File: src/rtl/pipe_hazard_ctrl_if.sv
// ID-to-issue handshake bundle for pipe_hazard_ctrl.
// The master side drives the ID instruction and flush. The slave side returns stall, issue, forwarding selects and debug state.
interface pipe_hazard_ctrl_if #(
  parameter int CNT_W = 16
) ();

  logic             id_valid;
  logic [4:0]       id_rs;
  logic [4:0]       id_rt;
  logic [4:0]       id_rd;
  logic             id_we;
  logic             flush;
  logic             stall;
  logic             issue;
  logic [1:0]       ex_fwd_a;
  logic [1:0]       ex_fwd_b;
  logic [31:0]      busy_mask;
  logic [CNT_W-1:0] stall_cnt;

  modport master (
    output id_valid, id_rs, id_rt, id_rd, id_we, flush,
    input  stall, issue, ex_fwd_a, ex_fwd_b, busy_mask, stall_cnt
  );

  modport slave (
    input  id_valid, id_rs, id_rt, id_rd, id_we, flush,
    output stall, issue, ex_fwd_a, ex_fwd_b, busy_mask, stall_cnt
  );

endinterface

File: src/rtl/pipe_hazard_ctrl.sv
// Issue-stage hazard scheduler: a shift scoreboard of in-flight RF writes decides issue/stall between ID and EX.
// Define HAZ_FWD_EN to add registered EX forwarding selects; this also shrinks the stall window to slots >= 3.
module pipe_hazard_ctrl #(
  parameter int WB_LAT    = 3,
  parameter int RF_BYPASS = 1,
  parameter int CNT_W     = 16
) (
  input  logic               clk,
  input  logic               rst,
  pipe_hazard_ctrl_if.slave  bus
);

  // Slots in hazard window: HAZ_LO..HAZ_HI (empty when HAZ_LO > HAZ_HI)
  localparam int HAZ_HI = (RF_BYPASS != 0) ? WB_LAT - 2 : WB_LAT - 1;
`ifdef HAZ_FWD_EN
  localparam int HAZ_LO = 3;
`else
  localparam int HAZ_LO = 0;
`endif

  logic [WB_LAT-1:0] slotV;
  logic [4:0]        slotRd [WB_LAT];
  logic [WB_LAT-1:0] matchA;
  logic [WB_LAT-1:0] matchB;
  logic [WB_LAT-1:0] winMask;
  logic              hazard;
  logic              stallInt;
  logic              issueInt;
  logic              slot0Load;
  logic [31:0]       busyMask;
  logic [CNT_W-1:0]  stallCnt;

  // Per-slot source matches; R0 is never a dependency
  generate
    for (genvar gi = 0; gi < WB_LAT; gi++) begin : g_match
      assign matchA[gi]  = slotV[gi] && (slotRd[gi] == bus.id_rs) && (bus.id_rs != 5'd0);
      assign matchB[gi]  = slotV[gi] && (slotRd[gi] == bus.id_rt) && (bus.id_rt != 5'd0);
      assign winMask[gi] = ((gi >= HAZ_LO) && (gi <= HAZ_HI)) ? 1'b1 : 1'b0;
    end
  endgenerate

  assign hazard    = |((matchA | matchB) & winMask);
  assign stallInt  = bus.id_valid && !bus.flush && hazard;
  assign issueInt  = bus.id_valid && !bus.flush && !stallInt;
  assign slot0Load = issueInt && bus.id_we && (bus.id_rd != 5'd0);

  always_comb begin
    busyMask = '0;
    for (int i = 0; i < WB_LAT; i++) begin
      if (slotV[i]) begin
        busyMask[slotRd[i]] = 1'b1;
      end
    end
  end

  // Scoreboard shift: stall and flush both put a bubble into slot0
  always_ff @(posedge clk or posedge rst) begin
    if (rst) begin
      slotV <= '0;
      for (int i = 0; i < WB_LAT; i++) begin
        slotRd[i] <= 5'd0;
      end
    end else if (bus.flush) begin
      slotV <= '0;
      for (int i = 0; i < WB_LAT; i++) begin
        slotRd[i] <= 5'd0;
      end
    end else begin
      slotV[0]  <= slot0Load;
      slotRd[0] <= slot0Load ? bus.id_rd : 5'd0;
      for (int i = 1; i < WB_LAT; i++) begin
        slotV[i]  <= slotV[i-1];
        slotRd[i] <= slotRd[i-1];
      end
    end
  end

  always_ff @(posedge clk or posedge rst) begin
    if (rst) begin
      stallCnt <= '0;
    end else if (stallInt && (stallCnt != {CNT_W{1'b1}})) begin
      stallCnt <= stallCnt + 1'b1;
    end
  end

`ifdef HAZ_FWD_EN
  logic [1:0] fwdAReg;
  logic [1:0] fwdBReg;

  // Youngest slot wins; the WB slot is only forwarded when the RF is not write-first
  function automatic logic [1:0] fwdSel(input logic [WB_LAT-1:0] m);
    logic [7:0] p;
    p = 8'(m);
    if (p[0])                          return 2'b01;
    else if (p[1])                     return 2'b10;
    else if (p[2] && (RF_BYPASS == 0)) return 2'b11;
    else                               return 2'b00;
  endfunction

  always_ff @(posedge clk or posedge rst) begin
    if (rst) begin
      fwdAReg <= 2'b00;
      fwdBReg <= 2'b00;
    end else if (issueInt) begin
      fwdAReg <= fwdSel(matchA);
      fwdBReg <= fwdSel(matchB);
    end else begin
      fwdAReg <= 2'b00;
      fwdBReg <= 2'b00;
    end
  end

  assign bus.ex_fwd_a = fwdAReg;
  assign bus.ex_fwd_b = fwdBReg;
`else
  assign bus.ex_fwd_a = 2'b00;
  assign bus.ex_fwd_b = 2'b00;
`endif

  assign bus.stall     = stallInt;
  assign bus.issue     = issueInt;
  assign bus.busy_mask = busyMask;
  assign bus.stall_cnt = stallCnt;

endmodule

File: src/flat_wrapper.sv
// flat-port wrapper written by rule: the top's interface ports become plain ports
module pipe_hazard_ctrl_flat 
#(
  parameter int WB_LAT    = 3,
  parameter int RF_BYPASS = 1,
  parameter int CNT_W     = 16
)
  (clk, rst, bus_id_valid, bus_id_rs, bus_id_rt, bus_id_rd, bus_id_we, bus_flush, bus_stall, bus_issue, bus_ex_fwd_a, bus_ex_fwd_b, bus_busy_mask, bus_stall_cnt);
  pipe_hazard_ctrl_if #(.CNT_W(CNT_W)) bus_i ();
  input  logic clk;
  input  logic rst;
  input wire logic [$bits(bus_i.id_valid)-1:0] bus_id_valid;
  input wire logic [$bits(bus_i.id_rs)-1:0] bus_id_rs;
  input wire logic [$bits(bus_i.id_rt)-1:0] bus_id_rt;
  input wire logic [$bits(bus_i.id_rd)-1:0] bus_id_rd;
  input wire logic [$bits(bus_i.id_we)-1:0] bus_id_we;
  input wire logic [$bits(bus_i.flush)-1:0] bus_flush;
  output wire logic [$bits(bus_i.stall)-1:0] bus_stall;
  output wire logic [$bits(bus_i.issue)-1:0] bus_issue;
  output wire logic [$bits(bus_i.ex_fwd_a)-1:0] bus_ex_fwd_a;
  output wire logic [$bits(bus_i.ex_fwd_b)-1:0] bus_ex_fwd_b;
  output wire logic [$bits(bus_i.busy_mask)-1:0] bus_busy_mask;
  output wire logic [$bits(bus_i.stall_cnt)-1:0] bus_stall_cnt;
  assign bus_i.id_valid = bus_id_valid;
  assign bus_i.id_rs = bus_id_rs;
  assign bus_i.id_rt = bus_id_rt;
  assign bus_i.id_rd = bus_id_rd;
  assign bus_i.id_we = bus_id_we;
  assign bus_i.flush = bus_flush;
  assign bus_stall = bus_i.stall;
  assign bus_issue = bus_i.issue;
  assign bus_ex_fwd_a = bus_i.ex_fwd_a;
  assign bus_ex_fwd_b = bus_i.ex_fwd_b;
  assign bus_busy_mask = bus_i.busy_mask;
  assign bus_stall_cnt = bus_i.stall_cnt;
  pipe_hazard_ctrl #(.WB_LAT(WB_LAT), .RF_BYPASS(RF_BYPASS), .CNT_W(CNT_W)) u_core (.clk(clk), .rst(rst), .bus(bus_i));
endmodule
File: config.mk
export PLATFORM = sky130hd
export DESIGN_NAME = pipe_hazard_ctrl_flat
export DESIGN_NICKNAME = d
export VERILOG_FILES = /design/src/rtl/pipe_hazard_ctrl_if.sv /design/src/rtl/pipe_hazard_ctrl.sv /design/src/flat_wrapper.sv
export SDC_FILE = /design/constraint.sdc
export NUM_CORES = 1
export LEC_CHECK = 0
export BUFFER_PORTS_ARGS = -buffer_cell sky130_fd_sc_hd__buf_2
export CAP_MARGIN = 40
export CORE_MARGIN = 1
export CORE_UTILIZATION = 38
export CTS_CLUSTER_SIZE = 28
export DETAILED_ROUTE_END_ITERATION = 16
export GPL_TIMING_DRIVEN = 1
export RECOVER_POWER = 50
export SYNTH_ARGS = -nofsm -noshare
export SYNTH_HDL_FRONTEND = slang
export SYNTH_SLANG_ARGS = --single-unit
File: constraint.sdc
create_clock -name clk -period 5.6 [get_ports clk]
set_input_delay 0.56 -clock clk [delete_from_list [all_inputs] [get_ports clk]]
set_output_delay 0.56 -clock clk [all_outputs]
set_load 0.1 [all_outputs]
# After elaboration in Yosys (flattened, before gate mapping)
# Cells that the tools add are included.
classes:
  eq_ne: 5
  bitwise_logic: 3
  shifts: 0
  n_lt_le_gt_ge: 6
  div: 0
  n_mux: 12
  multipliers: 0
  reduce_logical: 23
  addsub: 1
op_table:
  columns: ["cell", "n"]
  rows:
  - ["$mux W32", 3]
  - ["$or A32 B32 Y32", 2]
  - ["$eq A5 B5 Y1", 4]
  - ["$lt A5 B6 Y1 const B", 3]
  - ["$logic_and A1 B1 Y1", 17]
  - ["$add A16 B1 Y16 const B", 1]
  - ["$ne A16 B16 Y1 const B", 1]
  - ["$demux W1 S5", 3]
  - ["$ge A5 B1 Y1 const B", 3]
  - ["$mux W15", 1]
  - ["$reduce_bool A5 Y1", 3]
  - ["$mux W5", 1]
  - ["$mux W1", 3]
  - ["$mux W3", 1]
  - ["$logic_not A1 Y1", 2]
  - ["$or A2 B2 Y2", 1]
  - ["$reduce_or A2 Y1", 1]
totals:
  out_inout_bits: 54
  word_cells: 55
  inputBits: 20
  mem_bits_rw: 0
  n_memories: 0
  ff_bits: 34
  romBits: 0
  latchBits: 0

# Depth between registers and ports, before layout
logic_depth:
  word_depth: 12
  mapped_depth: 9
  depth_no_buf: 7

# Worst setup path after synthesis
# Ideal clock, no wire load.
synth_path:
  path_kind: "input to output"
  from: "input bus_id_rt[1]"
  to: "output bus_issue"
  required_time_ns: 5.040
  cell_stages: 6
  arrival_time_ns: 2.780
  path_slack_ns: 2.260
  n_path_buf: 0
  cell_sequence: "or4_4 -> nor2_4 -> nor4_1 -> o21ai_2 -> nand2_2 -> nor2_1"
synth_between:
  elab_chain_len: 8
  word_cells_on_any_way: 12
  cone_classes: "eq/ne: 2; bitwise: 1; reduce/logical: 9"
synth_rtl:
  columns: ["element", "line", "text"]
  rows:
  - ["from (decl)", "flat_wrapper.sv:14", "input wire logic [$bits(bus_i.id_rt)-1:0] bus_id_rt;"]
  - ["$eq A5 B5 Y1", "pipe_hazard_ctrl.sv:37", "assign matchB[gi] = slotV[gi] && (slotRd[gi] == bus.id_rt) && (bus.id_rt != 5'd0);"]
  - ["$logic_and A1 B1 Y1 (2 in a row)", "pipe_hazard_ctrl.sv:37", null]
  - ["$or A2 B2 Y2 *", "pipe_hazard_ctrl.sv:42", "assign hazard = |((matchA | matchB) & winMask);"]
  - ["$reduce_or A2 Y1 *", "pipe_hazard_ctrl.sv:42", null]
  - ["$logic_and A1 B1 Y1 *", "pipe_hazard_ctrl.sv:43", "assign stallInt = bus.id_valid && !bus.flush && hazard;"]
  - ["$logic_not A1 Y1 *", "pipe_hazard_ctrl.sv:44", "assign issueInt = bus.id_valid && !bus.flush && !stallInt;"]
  - ["$logic_and A1 B1 Y1 *", "pipe_hazard_ctrl.sv:44", null]
  - ["to (decl)", "flat_wrapper.sv:19", "output wire logic [$bits(bus_i.issue)-1:0] bus_issue;"]
# Mark *: on every way between the ends. The rest lies on a longest branch, timed or not.

# Worst setup path after layout
layout_path:
  from: "register u_core.slotRd[12] in the netlist's numbering"
  to: "output bus_stall"
layout_between:
  elab_chain_len: 6
  word_cells_on_any_way: 9
  cone_classes: "eq/ne: 2; bitwise: 1; reduce/logical: 6"
layout_rtl:
  columns: ["element", "line", "text"]
  rows:
  - ["from (decl)", "pipe_hazard_ctrl.sv:22", "logic [4:0] slotRd [WB_LAT];"]
  - ["from (signal, indexed assignment)", "pipe_hazard_ctrl.sv:73", "slotRd[i] <= slotRd[i-1];"]
  - ["$eq A5 B5 Y1, on equally long branches", "pipe_hazard_ctrl.sv:36, pipe_hazard_ctrl.sv:37", null]
  - ["$logic_and A1 B1 Y1, on equally long branches (2 in a row)", "pipe_hazard_ctrl.sv:36, pipe_hazard_ctrl.sv:37", null]
  - ["$or A2 B2 Y2 *", "pipe_hazard_ctrl.sv:42", null]
  - ["$reduce_or A2 Y1 *", "pipe_hazard_ctrl.sv:42", null]
  - ["$logic_and A1 B1 Y1 *", "pipe_hazard_ctrl.sv:43", null]
  - ["to (decl)", "flat_wrapper.sv:18", "output wire logic [$bits(bus_i.stall)-1:0] bus_stall;"]
# Marked as above.

==> metrics.csv <==
stage,metric,value,unit
outcome,status,"complete, but fails checks",
outcome,violations,"capacitance limit, slew limit",
clock_network,clock_sinks,34,
global_routing,grt_overflow,0,
job,cap_violations,1,
worst_hold_path,worstHoldStart,bus_id_rd[0],
logic_synthesis,avgSynthCellArea,8.14,um^2
global_routing,grt_pass1_vias,2158,
power,powerDensity,169,nW/um^2
worst_setup_path,required,5.04,ns
die,die_h,82.9,um
worst_setup_path,critPathMaxFanout,16,
die,core_area,6350,um^2
die,ios,74,
sta,hold_viol_final,0,
die,rows,29,
global_routing,grt_max_degree,35,
sta,fin_crit_sh,57.7,%
routing,drt_iter0_drc,165,
logic_synthesis,synth_top_area_cell,dfrtp_1,
clock_network,cts_buffers,5,
clock_network,clk_latency,0.28,ns
sta,rsz0062_at_grt,false,
sta,fmax,0.309,GHz
logic_synthesis,syn_inst,306,
clock_network,h-tree-depth,2,
routing,avgViaCountPerCell,5.32,
clock_network,cts.root.buffer_cell,clkbuf_8,
clock_network,cts_setup_buffers,0,
die,floorplan.initialDensity,39.2,%
routing,postRouteAntennaNets,0,
worst_hold_path,hp-class,input port to flip-flop,
worst_setup_path,worstPathArrival,2.67,ns
sta,finalSetupTns,0,ns
clock_network,cts_resized,0,
final_layout,final_core_util,46.1,%
sta,fin_skew,0.00771,ns
worst_setup_path,regToRegSetupSlack,3.09,ns
global_routing,grt_pass1_wl,10800,um
final_layout,antennaDiodeCount,0,
sta,drv_slew,35,
worst_setup_path,end_kind,output pin,
logic_synthesis,postSynth.asyncResetShare,100,%
sta,setup_viol,0,
routing,via_count,2366,
logic_synthesis,synth_most_common_cell,nand2_1,
logic_synthesis,synth_edf_count,0,
worst_setup_path,startpoint,u_core.slotRd[12]$_DFF_PP0_,
logic_synthesis,yosysWarnings,0,
logic_synthesis,ys_ff_latch,34,
final_layout,final_layout_size_suffix_gt1_share,19.8,%
sta,worstMarginPinSlew,1.76,ns
logic_synthesis,ys_top_cells_by_area,"dfrtp_1 34%, nand2_1 11%, xnor2_1 9.1%",
logic_synthesis,ys_seq_area_share,34.2,%
global_routing,antenna_found_initial,0,
worst_setup_path,path_class,flip-flop to output pin,
logic_synthesis,ys_types,36,
sta,fin_crit,3.23,ns
logic_synthesis,synth_common_cells,"71 x nand2_1, 34 x dfrtp_1, 30 x a22oi_1",
routing,post-route-drc-count,0,
logic_synthesis,synth_top_area_share,34.2,%
place,dp.final_hpwl,4630,um
clock_network,ctsHoldBuffers,0,
final_layout,syn_to_final_growth,17.5,%
worst_setup_path,start_kind,flip-flop,
die,die_w,82.9,um
routing,drt-pass1-iter-count,5,
sta,slew_headroom,-17.6,%
clock_network,cts_tree,yes,
clock_network,clk_pin_slew_worst_paths,0.07,ns
die,die_area,6880,um^2
logic_synthesis,synth_ff_type,dfrtp_1,
logic_synthesis,netlist_area,2490,um^2
routing,wl_per_cell,14.7,um
place,place_congestion,0.810,
global_routing,grt_use_total,19.3,%
place,numPortBuffers,69,
routing,routed_wl,6540,um
final_layout,nets,388,
power,p_leak,1.53,nW
power,ir_drop,0.000131,V
clock_network,clockBufferDepth,2,
worst_setup_path,r2r-start,u_core.slotRd[12]$_DFF_PP0_,
-- cell families after synthesis --
| family | share of synthesized area, % |
|---|---|
| AND/OR/NAND/NOR | 35.7 |
| other | 0.151 |
| buffers and inverters | 5.13 |
| AO/OA/AOI/OAI | 11.8 |
| adder cells (fa/ha/maj) | 0.502 |
| XOR/XNOR | 12.0 |
| multiplexers | 0.603 |
| flip-flops | 34.2 |
-- report_power, final --
part | switching, mW | internal (mW)
Combinational | 0.0432 | 0.0157
Sequential | 0.00458 | 0.248
Clock | 0.0854 | 0.0991
-- path summary, 6_finish.rpt --
check | end | cells after the start
max | bus_stall | 5
max reg2reg | u_core.bus.stall_cnt[1]$_DFFE_PP0P_ | 6
max in group asynchronous | u_core.slotV[1]$_DFF_PP0_ | 3
min reg2reg | u_core.bus.stall_cnt[15]$_DFFE_PP0P_ | 1
min in group asynchronous | u_core.bus.stall_cnt[8]$_DFFE_PP0P_ | 3
min | u_core.slotRd[10]$_DFF_PP0_ | 2
-- flip-flops by register name, indices dropped and copies added, names as in the netlist --
register              cells
u_core.bus.stall_cnt     16
u_core.slotRd            15
u_core.slotV              3
-- cell usage in the layout, fill, tap and decap left out, types with 3 or more instances in the layout --
master | Yosys | routed
buf_2 | 9 | 55
and2_1 | 7 | 7
and3_1 | 14 | 14
nor2b_1 | 13 | 13
nand2_1 | 71 | 71
inv_1 | 3 | 3
and3b_1 | 6 | 6
nor3_1 | 3 | 3
nand3_1 | 17 | 17
clkbuf_1 | 8 | 16
xor2_1 | 8 | 8
dfrtp_1 | 34 | 34
nor4_1 | 4 | 4
xnor2_1 | 26 | 26
buf_4 | 4 | 3
conb_1 | 1 | 4
clkbuf_8 | 0 | 6
nor2_1 | 12 | 12
nor3b_1 | 13 | 13
a22oi_1 | 30 | 30
-- per-stage QoR --
stage / setup slack (ns) / cells / hold slack (ns) / area [um^2] / power (mW)
2_1_floorplan: 2.26 / 309 / 0.544 / 2500 / 0.301
3_3_place_gp: 2.59 / 435 / 0.478 / 2840 / 0.316
3_5_place_dp: 2.61 / 437 / 0.483 / 2860 / 0.317
4_1_cts: 2.39 / 445 / 0.366 / 2950 / 0.504
5_1_grt: 2.19 / 445 / 0.489 / 2930 / 0.517
6_report: 2.37 / 445 / 0.492 / 2930 / 0.496
-- metal layers --
layer	share of wire [%]	GRT usage (%)	wire, um	up-vias
met3	5.1	3.18	335	8
li1	-	-	-	1174
met4	0.93	5.33	61	0
met5	0	0	0	-
met2	45	30.3	2950	79
met1	49	27.6	3190	1105
-- final cells by class --
class	count	area [um^2]
clock buffers	7	86.3
clock inverters	1	5.00
fillers	647	3420
inverters	3	11.3
multi-input cells	250	1520
flip-flops and latches	34	851
well taps	77	96.3
repair buffers	73	354
-- critical path, stage by stage (launching register included) --
cell and delay [ns]:
dfrtp_1 0.54, xor2_1 0.23, nor4_1 0.37, o21ai_2 0.13
a21oi_2 0.57, buf_2 0.55
Note: power is estimated with default switching activity, not from simulation.
